**src/rtl/spi_slave_regfile.sv**
```systemverilog
// SPI slave with an addressed register file, clocked directly by sclk (mode: sample/drive on posedge).
// Optional per-word even parity slot and sticky par_err flag when SPI_SLAVE_PARITY_EN is defined.
module spi_slave_regfile #(
  parameter int DATA_W = 8,
  parameter int ADDR_W = 3
) (
  input  logic              sclk,
  input  logic              i_reset_n,
  input  logic              cs,
  input  logic              mosi,
  output logic              miso,
  output logic [DATA_W-1:0] dout,
  output logic [ADDR_W-1:0] dout_addr,
  output logic              dout_valid,
  output logic              busy,
  input  logic [ADDR_W-1:0] loc_addr,
  output logic [DATA_W-1:0] loc_data,
`ifdef SPI_SLAVE_PARITY_EN
  output logic              par_err,
`endif
  output logic [1:0]        dbg_state_o
);

  localparam int DEPTH = 1 << ADDR_W;
  localparam int MAXW  = (DATA_W > ADDR_W) ? DATA_W : ADDR_W;
  localparam int CNT_W = (MAXW > 1) ? $clog2(MAXW) : 1;
  localparam logic [CNT_W-1:0] ADDR_LAST = CNT_W'(ADDR_W - 1);
  localparam logic [CNT_W-1:0] DATA_LAST = CNT_W'(DATA_W - 1);

  typedef enum logic [1:0] {
    ST_IDLE = 2'd0,
    ST_ADDR = 2'd1,
    ST_DATA = 2'd2,
    ST_PAR  = 2'd3
  } state_e;

  state_e              state_q;
  logic                rw_q;
  logic [CNT_W-1:0]    bit_cnt_q;
  logic [ADDR_W-1:0]   addr_q;
  logic [DATA_W-1:0]   shreg_q;
  logic                miso_q;
  logic [DATA_W-1:0]   dout_q;
  logic [ADDR_W-1:0]   dout_addr_q;
  logic                dout_valid_q;
  logic [DATA_W-1:0]   regs_q [DEPTH];
`ifdef SPI_SLAVE_PARITY_EN
  logic                par_err_q;
`endif

  logic [ADDR_W-1:0]   addr_shift_d;
  logic [ADDR_W-1:0]   addr_inc_d;
  logic [DATA_W-1:0]   wr_word_d;
  logic [CNT_W-1:0]    rd_idx_d;
  logic                rd_bit_d;

  always_comb begin
    addr_shift_d = (addr_q << 1) | ADDR_W'(mosi);
    addr_inc_d   = addr_q + ADDR_W'(1);
    wr_word_d    = (shreg_q >> 1) | (DATA_W'(mosi) << (DATA_W - 1));
    rd_idx_d     = bit_cnt_q + CNT_W'(1);
    rd_bit_d     = 1'b0;
    for (int i = 0; i < DATA_W; i++) begin
      if (rd_idx_d == CNT_W'(i)) rd_bit_d = shreg_q[i];
    end
  end

  // Read data is one edge ahead of the master: the bit driven on edge k is sampled on edge k+1.
  always_ff @(posedge sclk or negedge i_reset_n) begin
    if (!i_reset_n) begin
      state_q      <= ST_IDLE;
      rw_q         <= 1'b0;
      bit_cnt_q    <= '0;
      addr_q       <= '0;
      shreg_q      <= '0;
      miso_q       <= 1'b0;
      dout_q       <= '0;
      dout_addr_q  <= '0;
      dout_valid_q <= 1'b0;
`ifdef SPI_SLAVE_PARITY_EN
      par_err_q    <= 1'b0;
`endif
      for (int i = 0; i < DEPTH; i++) regs_q[i] <= '0;
    end else begin
      dout_valid_q <= 1'b0;
      if (cs) begin
        state_q   <= ST_IDLE;
        bit_cnt_q <= '0;
        miso_q    <= 1'b0;
      end else begin
        case (state_q)
          ST_IDLE: begin
            rw_q      <= mosi;
            bit_cnt_q <= '0;
            state_q   <= ST_ADDR;
          end
          ST_ADDR: begin
            addr_q <= addr_shift_d;
            if (bit_cnt_q == ADDR_LAST) begin
              bit_cnt_q <= '0;
              state_q   <= ST_DATA;
              if (rw_q) begin
                shreg_q <= regs_q[addr_shift_d];
                miso_q  <= regs_q[addr_shift_d][0];
              end
            end else begin
              bit_cnt_q <= bit_cnt_q + CNT_W'(1);
            end
          end
          ST_DATA: begin
            if (!rw_q) shreg_q <= wr_word_d;
            if (bit_cnt_q == DATA_LAST) begin
              bit_cnt_q <= '0;
`ifdef SPI_SLAVE_PARITY_EN
              state_q <= ST_PAR;
              if (rw_q) miso_q <= ^shreg_q;
`else
              addr_q <= addr_inc_d;
              if (rw_q) begin
                shreg_q <= regs_q[addr_inc_d];
                miso_q  <= regs_q[addr_inc_d][0];
              end else begin
                regs_q[addr_q] <= wr_word_d;
                dout_q         <= wr_word_d;
                dout_addr_q    <= addr_q;
                dout_valid_q   <= 1'b1;
              end
`endif
            end else begin
              bit_cnt_q <= bit_cnt_q + CNT_W'(1);
              if (rw_q) miso_q <= rd_bit_d;
            end
          end
`ifdef SPI_SLAVE_PARITY_EN
          ST_PAR: begin
            state_q <= ST_DATA;
            addr_q  <= addr_inc_d;
            if (rw_q) begin
              shreg_q <= regs_q[addr_inc_d];
              miso_q  <= regs_q[addr_inc_d][0];
            end else if (mosi == ^shreg_q) begin
              regs_q[addr_q] <= shreg_q;
              dout_q         <= shreg_q;
              dout_addr_q    <= addr_q;
              dout_valid_q   <= 1'b1;
            end else begin
              par_err_q <= 1'b1;
            end
          end
`endif
          default: begin
            state_q   <= ST_IDLE;
            bit_cnt_q <= '0;
          end
        endcase
      end
    end
  end

  // dout/dout_addr are qualified by dout_valid, a single-cycle pulse with no back-pressure.
  assign miso        = miso_q;
  assign dout        = dout_q;
  assign dout_addr   = dout_addr_q;
  assign dout_valid  = dout_valid_q;
  assign busy        = (state_q != ST_IDLE);
  assign loc_data    = regs_q[loc_addr];
  assign dbg_state_o = state_q;
`ifdef SPI_SLAVE_PARITY_EN
  assign par_err     = par_err_q;
`endif

endmodule

```
**config.mk**
```make
export PLATFORM = sky130hd
export DESIGN_NAME = spi_slave_regfile
export DESIGN_NICKNAME = d
export VERILOG_FILES = /design/src/rtl/spi_slave_regfile.sv
export SDC_FILE = /design/constraint.sdc
export NUM_CORES = 1
export LEC_CHECK = 0
export CAP_MARGIN = 30
export CORE_ASPECT_RATIO = 2
export CORE_MARGIN = 3
export CORE_UTILIZATION = 40
export DETAILED_ROUTE_END_ITERATION = 8
export SLEW_MARGIN = 20
export SYNTH_ARGS = -nofsm -noshare
export SYNTH_HDL_FRONTEND = slang
export SYNTH_SLANG_ARGS = --single-unit
```
**constraint.sdc**
```tcl
create_clock -name sclk -period 4.9 [get_ports sclk]
set_input_delay 0.49 -clock sclk [delete_from_list [all_inputs] [get_ports sclk]]
set_output_delay 0.49 -clock sclk [all_outputs]
set_load 0.005 [all_outputs]
```
# Yosys cells after proc, flatten, opt, wreduce, memory -nomap -nowiden
# Index checks and enable logic that the tools add are counted.
dict set report totals {
  regBits 94
  wordCells 108
  out_inout_bits 24
  input_bits 7
}
dict set report classes {
  add_sub_neg 2
  n_eq_ne 18
  reduce_logical 12
  n_bitwise 8
  order_cmp 5
  n_mux 46
}
# op count
set ops {}
lappend ops {{8-bit 2-to-1 mux} 12}
lappend ops {{8-bit binary-select mux with 3-bit select} 3}
lappend ops {{64-bit bitwise mux} 1}
lappend ops {{8-bit demux with 3-bit select} 1}
lappend ops {{1-bit 2-to-1 mux} 18}
lappend ops {{4-bit greater-or-equal comparator (second input constant)} 4}
lappend ops {{3-bit inverter with 4-bit output} 4}
lappend ops {{8-bit one-hot mux with 2 select lines} 1}
lappend ops {{3-bit == test (second input constant)} 5}
lappend ops {{3-bit 2-to-1 mux} 4}
lappend ops {{3-bit one-hot mux with 2 select lines} 2}
lappend ops {{4-bit AND reduction} 3}
lappend ops {{3-bit by 2-bit == test with 1-bit output (second input constant)} 3}
lappend ops {{3-bit != test (second input constant)} 3}
lappend ops {{2-bit != test (second input constant)} 4}
lappend ops {{7-bit by 8-bit OR with 8-bit output} 1}
lappend ops {{3-bit by 1-bit adder with 3-bit output (second input constant)} 2}
lappend ops {{2-bit one-hot mux with 3 select lines} 1}
lappend ops {{4-bit by 1-bit less-than comparator with 1-bit output (second input constant)} 1}
lappend ops {{2-bit 2-to-1 mux} 2}
lappend ops {{2-bit AND reduction} 2}
lappend ops {{2-bit nonzero test} 2}
lappend ops {{3-bit by 1-bit == test with 1-bit output (second input constant)} 1}
lappend ops {{3-bit zero test} 1}
lappend ops {{9 further kinds} 10}

# Logic depth before layout (Yosys ltp)
# Gate-level depths: netlist of run 1.
dict set report depth {
  ltp_word 14
  mapped_depth 8
  depth_no_buf 7
}

# Worst setup path before layout of run 1
# No wires, ideal clock.
dict set report synth_timing {
  path_type {input to output}
  start {input port loc_addr[0]}
  end {output port loc_data[0]}
  required_ns 4.410
  arrival_ns 1.932
  path_slack_ns 2.478
  cell_stages 4
  path_buffers 2
  cell_sequence {clkbuf_1 > buf_2 > mux4_2 > mux2_2}
}
dict set report synth_between {
  elab_chain_len 4
}
# item line_no
set synth_rtl {}
lappend synth_rtl {{start: declaration} 16} ;# input logic [ADDR_W-1:0] loc_addr,
lappend synth_rtl {{3-bit inverter with 4-bit output (implied by the code)} 166} ;# assign loc_data = regs_q[loc_addr];
lappend synth_rtl {{8-bit binary-select mux with 3-bit select} 166}
lappend synth_rtl {{8-bit 2-to-1 mux (implied by the code) (2 in series)} 166}
lappend synth_rtl {{end: declaration} 17} ;# output logic [DATA_W-1:0] loc_data,
# No other way between the ends. The select of a mux whose other input is x is not followed.

# Final worst setup path of run 1
dict set report layout_timing {
  start {input port loc_addr[0]}
  end {output port loc_data[5]}
}
# Same word-level chain as after synthesis.

==> run summary, run 1 <==
Worst endpoint required time: 4.41 ns
Dpl hpwl: 9948 um
Post-synth EDFFs: 0
GRT Resource Usage Total: 0.1895
R2R Path End: regs_q[31]
Worst min path class: input pin to asynchronous set/reset pin
Slew @ Worst Pin: 0.8431 ns
Post CTS Setup Buffer Count: 0
Cell Area, Placed: 6093 um^2
Vias: 3839
Worst-path clk slew: 0.07 ns
Status: completed
Longest Clk Path Bufs: 2
Vias per std cell: 5.773
Largest net degree at the start of global routing: 56
Number of port buffers: 30
Number of setup violations in the final report: 0
Commonest cells after routing, fill and taps aside: dfrtp_1, mux2_2, mux2i_1
Placed Cells: 648
Footprint of the multi-input gates: 3105 um^2
Ant diodes: 0
Post-CTS sizing: 0
Die W: 90.15 um
Synthesized area: 5664 um^2
Switching Share: 0.3609
Routed Antenna Nets: 0
Initial drt markers: 266
Area growth from synthesis to layout: 12.97%
Uppermost layer routed: met4
CTS tree: built
Drt wl/cell: 21.62 um
Maximum vdd drop: 229.4 uV
Critical path fanouts, max: 11
R2R setup slack: 1.75 ns
PD cells: 349.5 nW/um^2
Commonest non-fill, non-tap cell in the layout: dfrtp_1
Comb power frac: 0.313
Max_slew headroom: 0.4362
Seq pwr share: 0.376
Clock Latency Late Sink: 0.35 ns
Worst Setup Path Type: input pin to output pin
Gate count of the mapped netlist: 463
Synth Net Count: 481
FF-to-FF Start: dbg_state_o[0]
Initial antenna violation count: 0
Hold buffers post-CTS: 0
RSZ-0062 raised after global routing: no
Register area: 2352 um^2
Clock network fraction of design power: 0.312
Design area: 6399 um^2
Warning count from the yosys run: 0
Final Hold Viols: 0
First-pass GRT wire length: 23030 um
Max-cap violation count: 0
DIE AREA: 15710 um^2
Final slew viol count: 0
FF-to-FF path depth: 9
Routed met2 length: 7803 um
Clock sinks: 94
Internal power: 1.429 mW
Core footprint: 13660 um^2
Synth Register Bits: 94
Layout cell share with drive strength beyond 1: 0.3111
TNS Setup: 0 ns
Ys flop type: dfrtp_1
Top Ports: 31
Starting Density: 0.4146
Vias in the first global route: 4089
Clk_skew: 0.005428 ns
Mean Syn Cell Area: 12.23 um^2
Remaining Overflow, GRT: 0
CP startpoint kind: input pin
DR pass1 iterations: 4
Layout Nets: 492
Async SR Flop Fraction: 1.000
CP arrival: 2.85 ns
Std cell rows: 60
Min cycle time layout: 3.337 ns
FMAX: 299.7 MHz
Fin crit share: 0.6810
Post-route DRC: 0
Final Non-Filler Cells: 665
Fillers: 1282
Root Buffer: clkbuf_16
Die height: 174.3 um
Routed WL: 14380 um
Num CTS Buffers: 9
CP endpoint kind: output pin
Final GP Congestion: 0.8504
M1 wire length: 5651 um
Post-synthesis sequential area ratio: 0.4153
Static leakage: 2.811 nW
CTS H-tree lvls: 3
Synth cell types: 37
Sw Pwr: 807.0 uW
Met3 WL post-DR: 407 um
## synthesized netlist by cell type (10+ instances only)
cell type | count | share of area
nor2_1 | 11 | 0.0073
nor2b_1 | 16 | 0.018
buf_2 | 11 | 0.0097
mux2_2 | 85 | 0.17
a21oi_1 | 11 | 0.0097
dfrtp_1 | 94 | 0.42
nand2_1 | 33 | 0.022
ha_1 | 11 | 0.024
mux2i_1 | 35 | 0.062
mux4_2 | 32 | 0.13
inv_1 | 10 | 0.0066
clkbuf_1 | 20 | 0.013
a31oi_1 | 17 | 0.019
## cells by family after synthesis
logic type / after synthesis / share of synthesized area
compound gates: 65 / 0.07510
buf+inv: 50 / 0.03645
flops: 94 / 0.4153
xor+xnor: 1 / 0.001547
fa+ha+maj: 11 / 0.02430
mux: 152 / 0.3581
simple gates: 90 / 0.08925
## state kept, by name, summed over array words and instances, names as in the netlist
| name | cells |
|---|---|
| regs_q | 64 |
| dbg_state_o | 2 |
| dout_addr | 3 |
| dout | 8 |
| rw_q | 1 |
| miso | 1 |
| shreg_q | 8 |
| bit_cnt_q | 3 |
| dout_valid | 1 |
| addr_q | 3 |
## cell type report
| cell class | instances | area share |
|---|---|---|
| multi-input cells | 319 | 0.4853 |
| flip-flops and latches | 94 | 0.3676 |
| repair buffers | 40 | 0.05944 |
| well taps | 186 | 0.03637 |
| clock buffers | 9 | 0.03520 |
| clock inverters | 7 | 0.01017 |
| inverters | 10 | 0.005866 |
## power groups by stage
stage | Combinational [mW] | Sequential (mW) | Clock (mW)
2_1_floorplan | 0.553 | 0.827 | 0
3_3_place_gp | 0.690 | 0.854 | 0
3_5_place_dp | 0.696 | 0.855 | 0
4_1_cts | 0.697 | 0.840 | 0.711
5_1_grt | 0.744 | 0.845 | 0.742
6_report | 0.699 | 0.840 | 0.697
## metrics by stage
step | setup slack, ns | power, mW | util | hold slack (ns)
2_1_floorplan | 2.478 | 1.381 | - | 0.1944
3_3_place_gp | 1.491 | 1.544 | 0.4460 | 0.4922
4_1_cts | 1.389 | 2.248 | 0.4672 | 0.1416
5_1_grt | 1.427 | 2.331 | 0.4683 | 0.1543
6_report | 1.563 | 2.236 | 0.4683 | 0.1190
3_5_place_dp | 1.391 | 1.550 | 0.4460 | 0.4979
## routing by layer
| metal | track usage | up-vias |
|---|---|---|
| li1 | - | 1747 |
| met1 | 0.2164 | 1989 |
| met2 | 0.3394 | 71 |
| met3 | 0.03551 | 32 |
| met4 | 0.08696 | 0 |
| met5 | 0 | - |
## how the worst max path moves through the flow
stage	startpoint	to	slack [ns]	depth (start not counted)
after floorplan	loc_addr[0]	loc_data[0]	2.48	4
after global placement	loc_addr[1]	loc_data[3]	1.49	4
after detailed placement	loc_addr[1]	loc_data[5]	1.39	4
after CTS	loc_addr[1]	loc_data[5]	1.39	4
after global routing	loc_addr[0]	loc_data[0]	1.43	4
final	loc_addr[0]	loc_data[5]	1.56	5
## worst max-delay path, cell delays in order
cell             delay [ns]
clkdlybuf4s50_1        1.02
buf_4                  0.30
mux4_2                 0.31
mux2_2                 0.28
clkdlybuf4s50_1        0.44
Power figures use the tool's default switching activity.
==> run 2: changes to the inputs <==
- clock period: 4.9 -> 2.95 ns (I/O delays scaled with it)
==> run summary, run 2 (same netlist as run 1, synthesis figures left out) <==
Area growth from synthesis to layout: 15.64%
Starting Density: 0.4146
Layout Nets: 507
FF-to-FF Start: bit_cnt_q[0]
Std cell rows: 60
Worst-path clk slew: 0.07 ns
Largest net degree at the start of global routing: 54
R2R setup slack: 0.28 ns
Max_slew headroom: 0.4927
Number of port buffers: 30
Longest Clk Path Bufs: 2
Hold buffers post-CTS: 0
Critical path fanouts, max: 7
Min cycle time layout: 2.673 ns
Core footprint: 13660 um^2
Remaining Overflow, GRT: 0
Failing checks: negative hold slack
FF-to-FF path depth: 8
Register area: 2352 um^2
Final hold slack: -0.006660 ns
GRT Resource Usage Total: 0.1961
Max-cap violation count: 0
Drt wl/cell: 22.11 um
Placed Cells: 664
Pwr Total: 3.782 mW
Post CTS Setup Buffer Count: 0
Initial antenna violation count: 0
FMAX: 374.0 MHz
Design area: 6550 um^2
Max reg flops: 64
Clock sinks: 94
Final Hold Viols: 10
TNS Setup: 0 ns
Static leakage: 2.893 nW
Cell Area, Placed: 6238 um^2
PD cells: 577.4 nW/um^2
Biggest register: regs_q
Clock Latency Late Sink: 0.34 ns
Vias: 3958
Routed Antenna Nets: 0
Die height: 174.3 um
Footprint of the multi-input gates: 3105 um^2
Commonest non-fill, non-tap cell in the layout: dfrtp_1
RSZ-0062 raised after global routing: no
Vias in the first global route: 4257
Post-route DRC: 0
CP endpoint kind: flip-flop
Status: complete, but fails checks
Final GP Congestion: 0.8208
CP arrival: 2.90 ns
Slowest cell on the critical path: dfrtp_1
First-pass GRT wire length: 23940 um
Worst Setup Path Type: flip-flop to flip-flop
Setup ws final: 0.2765 ns
Number of setup violations in the final report: 0
Clk_skew: 0.006944 ns
Post-CTS sizing: 0
CP startpoint kind: flip-flop
Fin crit share: 0.9063
Crit path cell chain: ha_1, ha_1, nand2_1, nor3_4, nand2b_1, nor3b_4, buf_4, mux2_2
Slew @ Worst Pin: 0.7555 ns
Final slew viol count: 0
Vias per std cell: 5.821
CTS tree: built
Layout cell share with drive strength beyond 1: 0.3300
Root Buffer: clkbuf_16
Worst path top cell family by delay: simple AND/OR/NAND/NOR gates
Die W: 90.15 um
Final Non-Filler Cells: 680
DIE AREA: 15710 um^2
Critical Path Max Stage Delay: 0.43 ns
Commonest cells after routing, fill and taps aside: dfrtp_1, mux2_2, mux2i_1
Num CTS Buffers: 9
Worst min path class: input pin to asynchronous set/reset pin
Worst Path Buf+Inv: 1
R2R Path End: regs_q[54]
Dpl ws: 0.2960 ns
Top Ports: 31
Dpl hpwl: 10690 um
Final core occ: 0.4794
Routed WL: 15040 um
Initial drt markers: 292
Fillers: 1287
Ant diodes: 0
CTS H-tree lvls: 3
Worst endpoint required time: 3.17 ns
Maximum vdd drop: 346.9 uV
Most used cell, CP: ha_1
DR pass1 iterations: 4
run 2: cell types whose count changed in the layout (fill, tap and decap cells not counted), moves of 2 or more:
| cell | change |
|---|---|
| buf_12 | +2 |
| buf_4 | +14 |
| clkbuf_8 | +2 |
| inv_6 | -2 |
| inv_8 | -3 |
run 2: metal layers:
| metal | wire, um | track usage | vias to the layer above |
|---|---|---|---|
| met5 | 0 | 0 | - |
| met4 | 575 | 0.09015 | 0 |
| met3 | 513 | 0.02079 | 33 |
| met2 | 8303 | 0.3665 | 117 |
| met1 | 5643 | 0.2203 | 2035 |
| li1 | - | - | 1773 |
run 2: power by group:
part           switching, mW  internal, mW
registers             0.0388          1.33
clock network          0.499         0.707
logic                  0.745         0.466
run 2: worst max path at each step:
stage | startpoint | to | slack [ns] | cells past startpoint
after floorplan | bit_cnt_q[0] | regs_q[24] | 0.72 | 8
after global placement | bit_cnt_q[0] | regs_q[51] | 0.33 | 8
after detailed placement | bit_cnt_q[0] | regs_q[52] | 0.30 | 8
after CTS | bit_cnt_q[0] | regs_q[52] | 0.28 | 8
after global routing | bit_cnt_q[0] | regs_q[53] | 0.15 | 8
final | bit_cnt_q[0] | regs_q[54] | 0.28 | 8
run 2: area by class of cell:
| type | count | area share |
|---|---|---|
| clock buffer | 12 | 0.03916 |
| clock inverter | 4 | 0.008405 |
| sequential | 94 | 0.3591 |
| timing repair buffer | 55 | 0.07794 |
| multi-input combinational | 319 | 0.4741 |
| inverter | 10 | 0.005731 |
| tap | 186 | 0.03553 |
run 2: worst register-to-register path, stage by stage (launching register included):
cell	delay, ns
dfrtp_1	0.43
ha_1	0.18
ha_1	0.20
nand2_1	0.14
nor3_4	0.36
nand2b_1	0.31
nor3b_4	0.37
buf_4	0.24
mux2_2	0.34
==> RTL change, RTL diff (config.mk and constraints of run 2) <==
The parameter `DATA_W` goes from 8 to 16.
--- a/src/rtl/spi_slave_regfile.sv
+++ b/src/rtl/spi_slave_regfile.sv
@@ -1,7 +1,7 @@
 // SPI slave with an addressed register file, clocked directly by sclk (mode: sample/drive on posedge).
 // Optional per-word even parity slot and sticky par_err flag when SPI_SLAVE_PARITY_EN is defined.
 module spi_slave_regfile #(
-  parameter int DATA_W = 8,
+  parameter int DATA_W = 16,
   parameter int ADDR_W = 3
 ) (
   input  logic              sclk,
Ports: changed (resized dout and loc_data); port bits go from 31 to 47. The function was not compared with the original's and may differ.
==> RTL change against run 2 <==
- critical path depth is 1 lower
- sequential cell count rose by 81
- sequential share of layout area grew 1.1 points
- count of clock-buffer cells in the layout grew 7
- sequential power rose by 88%
- first-iteration DRC count increased by 58%
- wire length grew 96%
- combinational power increased by 22%
- via count grew 77%
- design area is 81% higher
- setup slack gained 0.17 ns
- synthesized area up 81%
- power is 72% higher
- critical path type unchanged
==> RTL change: results (changes against run 2) <==
{| class="wikitable"
! Metric !! Value
|-
| Worst Path Max Fanout || 26 (+19)
|-
| Number of vias in the routed layout || 7007 (+77%)
|-
| Insertion delay of the later-clocked pin in the worst-skew pair || 0.45 ns (+0.11 ns)
|-
| Synth cell types || 52 (+41%)
|-
| Part of the Yosys area used for sequential elements || 42.7% (+1.1 points)
|-
| Number of buffers created by CTS || 17 (+8)
|-
| Slew at the pin closest to its max-slew limit || 0.687 ns (-0.0689 ns)
|-
| Total iterations of the first detailed-routing run || 6 (+2)
|-
| Via count of the first global-routing pass || 7469 (+75%)
|-
| Post-Place Setup Slack || 0.459 ns (+0.163 ns)
|-
| Hpwl dp || 19900 um (+86%)
|-
| GR met3 Demand/Resource || 3.04% (+0.96 points)
|-
| Most frequent cells after synthesis || 175 x sky130_fd_sc_hd__dfrtp_1, 125 x sky130_fd_sc_hd__mux2_2, 91 x sky130_fd_sc_hd__mux4_2
|-
| Global-route met1 utilization || 24.4% (+2.4 points)
|-
| Synthesis warning total || 0 (unchanged)
|-
| Syn Inst Count || 772 (+67%)
|-
| Register with the most flip-flops || regs_q
|-
| Leak pwr || 5.28 nW (+83%)
|-
| Longest individual stage delay on the worst path || 0.43 ns (about the same)
|-
| Highest metal layer with signal wires || met4
|-
| Met3 wire length || 1030 um (+100%)
|-
| Wire length per cell || 25.5 um (+15%)
|-
| Global route total overflow || 0 (unchanged)
|-
| Total number of nets in the final design || 827 (+63%)
|-
| CTS H-tree lvls || 4 (+1)
|-
| Layout cell share with drive strength beyond 1 || 38.6% (+5.6 points)
|-
| Number of nets in the synthesized netlist || 789 (+64%)
|-
| Run status || completed
|-
| Placed instance area || 11200 um^2 (+80%)
|-
| Peak supply drop || 503 uV (+45%)
|-
| Via density per instance || 6.05 (+3.9%)
|-
| All-Layer GR Usage || 22.0% (+2.4 points)
|-
| Global-route wire length before repair || 45500 um (+90%)
|-
| Worst-case clock skew || 0.00913 ns (+0.00218 ns)
|-
| Arrival time at the worst endpoint || 2.83 ns (-0.07 ns)
|-
| WL met2 || 16300 um (+97%)
|-
| Number of buffer cells added on primary ports || 46 (+53%)
|-
| Fill count || 2241 (+74%)
|-
| CTS resizes || 0 (unchanged)
|-
| Met1 Wirelength || 10900 um (+92%)
|-
| Placed Cells incl. Taps || 1126 (+70%)
|-
| Largest register FFs || 128 (+100%)
|-
| Met2 global-route usage || 40.8% (+4.1 points)
|-
| Synth area leaders || sky130_fd_sc_hd__dfrtp_1 43%, sky130_fd_sc_hd__mux4_2 20%, sky130_fd_sc_hd__mux2_2 14%
|-
| Drt first-iter violations || 460 (+58%)
|-
| Hold-fix buffers at CTS || 1 (+1)
|-
| RePlAce Congestion || 0.820 (about the same)
|-
| Maximum number of pins on one net before global-route repair || 57 (+5.6%)
|}
-- RTL change: path summary, 6_finish.rpt --
path	startpoint	to	slack [ns]	cells after the start
max	bit_cnt_q[0]$_DFF_PN0_	regs_q[24]$_DFFE_PN0P_	0.45	7
min	i_reset_n	shreg_q[3]$_DFFE_PN0P_	0.40	2
max reg2reg	bit_cnt_q[0]$_DFF_PN0_	regs_q[24]$_DFFE_PN0P_	0.45	7
min reg2reg	dout[4]$_DFFE_PN0P_	dout[4]$_DFFE_PN0P_	0.47	2
max in group asynchronous	i_reset_n	regs_q[101]$_DFFE_PN0P_	1.77	3
min in group sclk	dout[4]$_DFFE_PN0P_	dout[4]$_DFFE_PN0P_	0.47	2
-- RTL change: area by class of cell --
type                       instances  area (um^2)  area share (%)
timing repair buffer              93          865            7.29
inverter                          13         50.0           0.422
clock buffer                      19          453            3.82
clock inverter                    13          185            1.56
tap                              336          420            3.55
sequential                       175         4380            37.0
multi-input combinational        510         5500            46.4
-- RTL change: cells by family (layout without fill, tap and decap cells) --
| logic type | count (synthesis) | in the layout | synth area share, % |
|---|---|---|---|
| fa+ha+maj | 10 | 10 | 1.22 |
| simple gates | 145 | 145 | 6.84 |
| flops | 175 | 175 | 42.7 |
| buf+inv | 87 | 138 | 3.95 |
| mux | 255 | 255 | 38.8 |
| xor+xnor | 4 | 4 | 0.341 |
| compound gates | 96 | 96 | 6.25 |
-- RTL change: where the power goes --
group          switching, W  leakage, nW  internal (W)  total [W]
logic              0.000907         2.56      0.000575    0.00148
registers         0.0000989         2.41       0.00246    0.00256
clock network       0.00102        0.309       0.00146    0.00248
total               0.00202         5.28       0.00450    0.00652
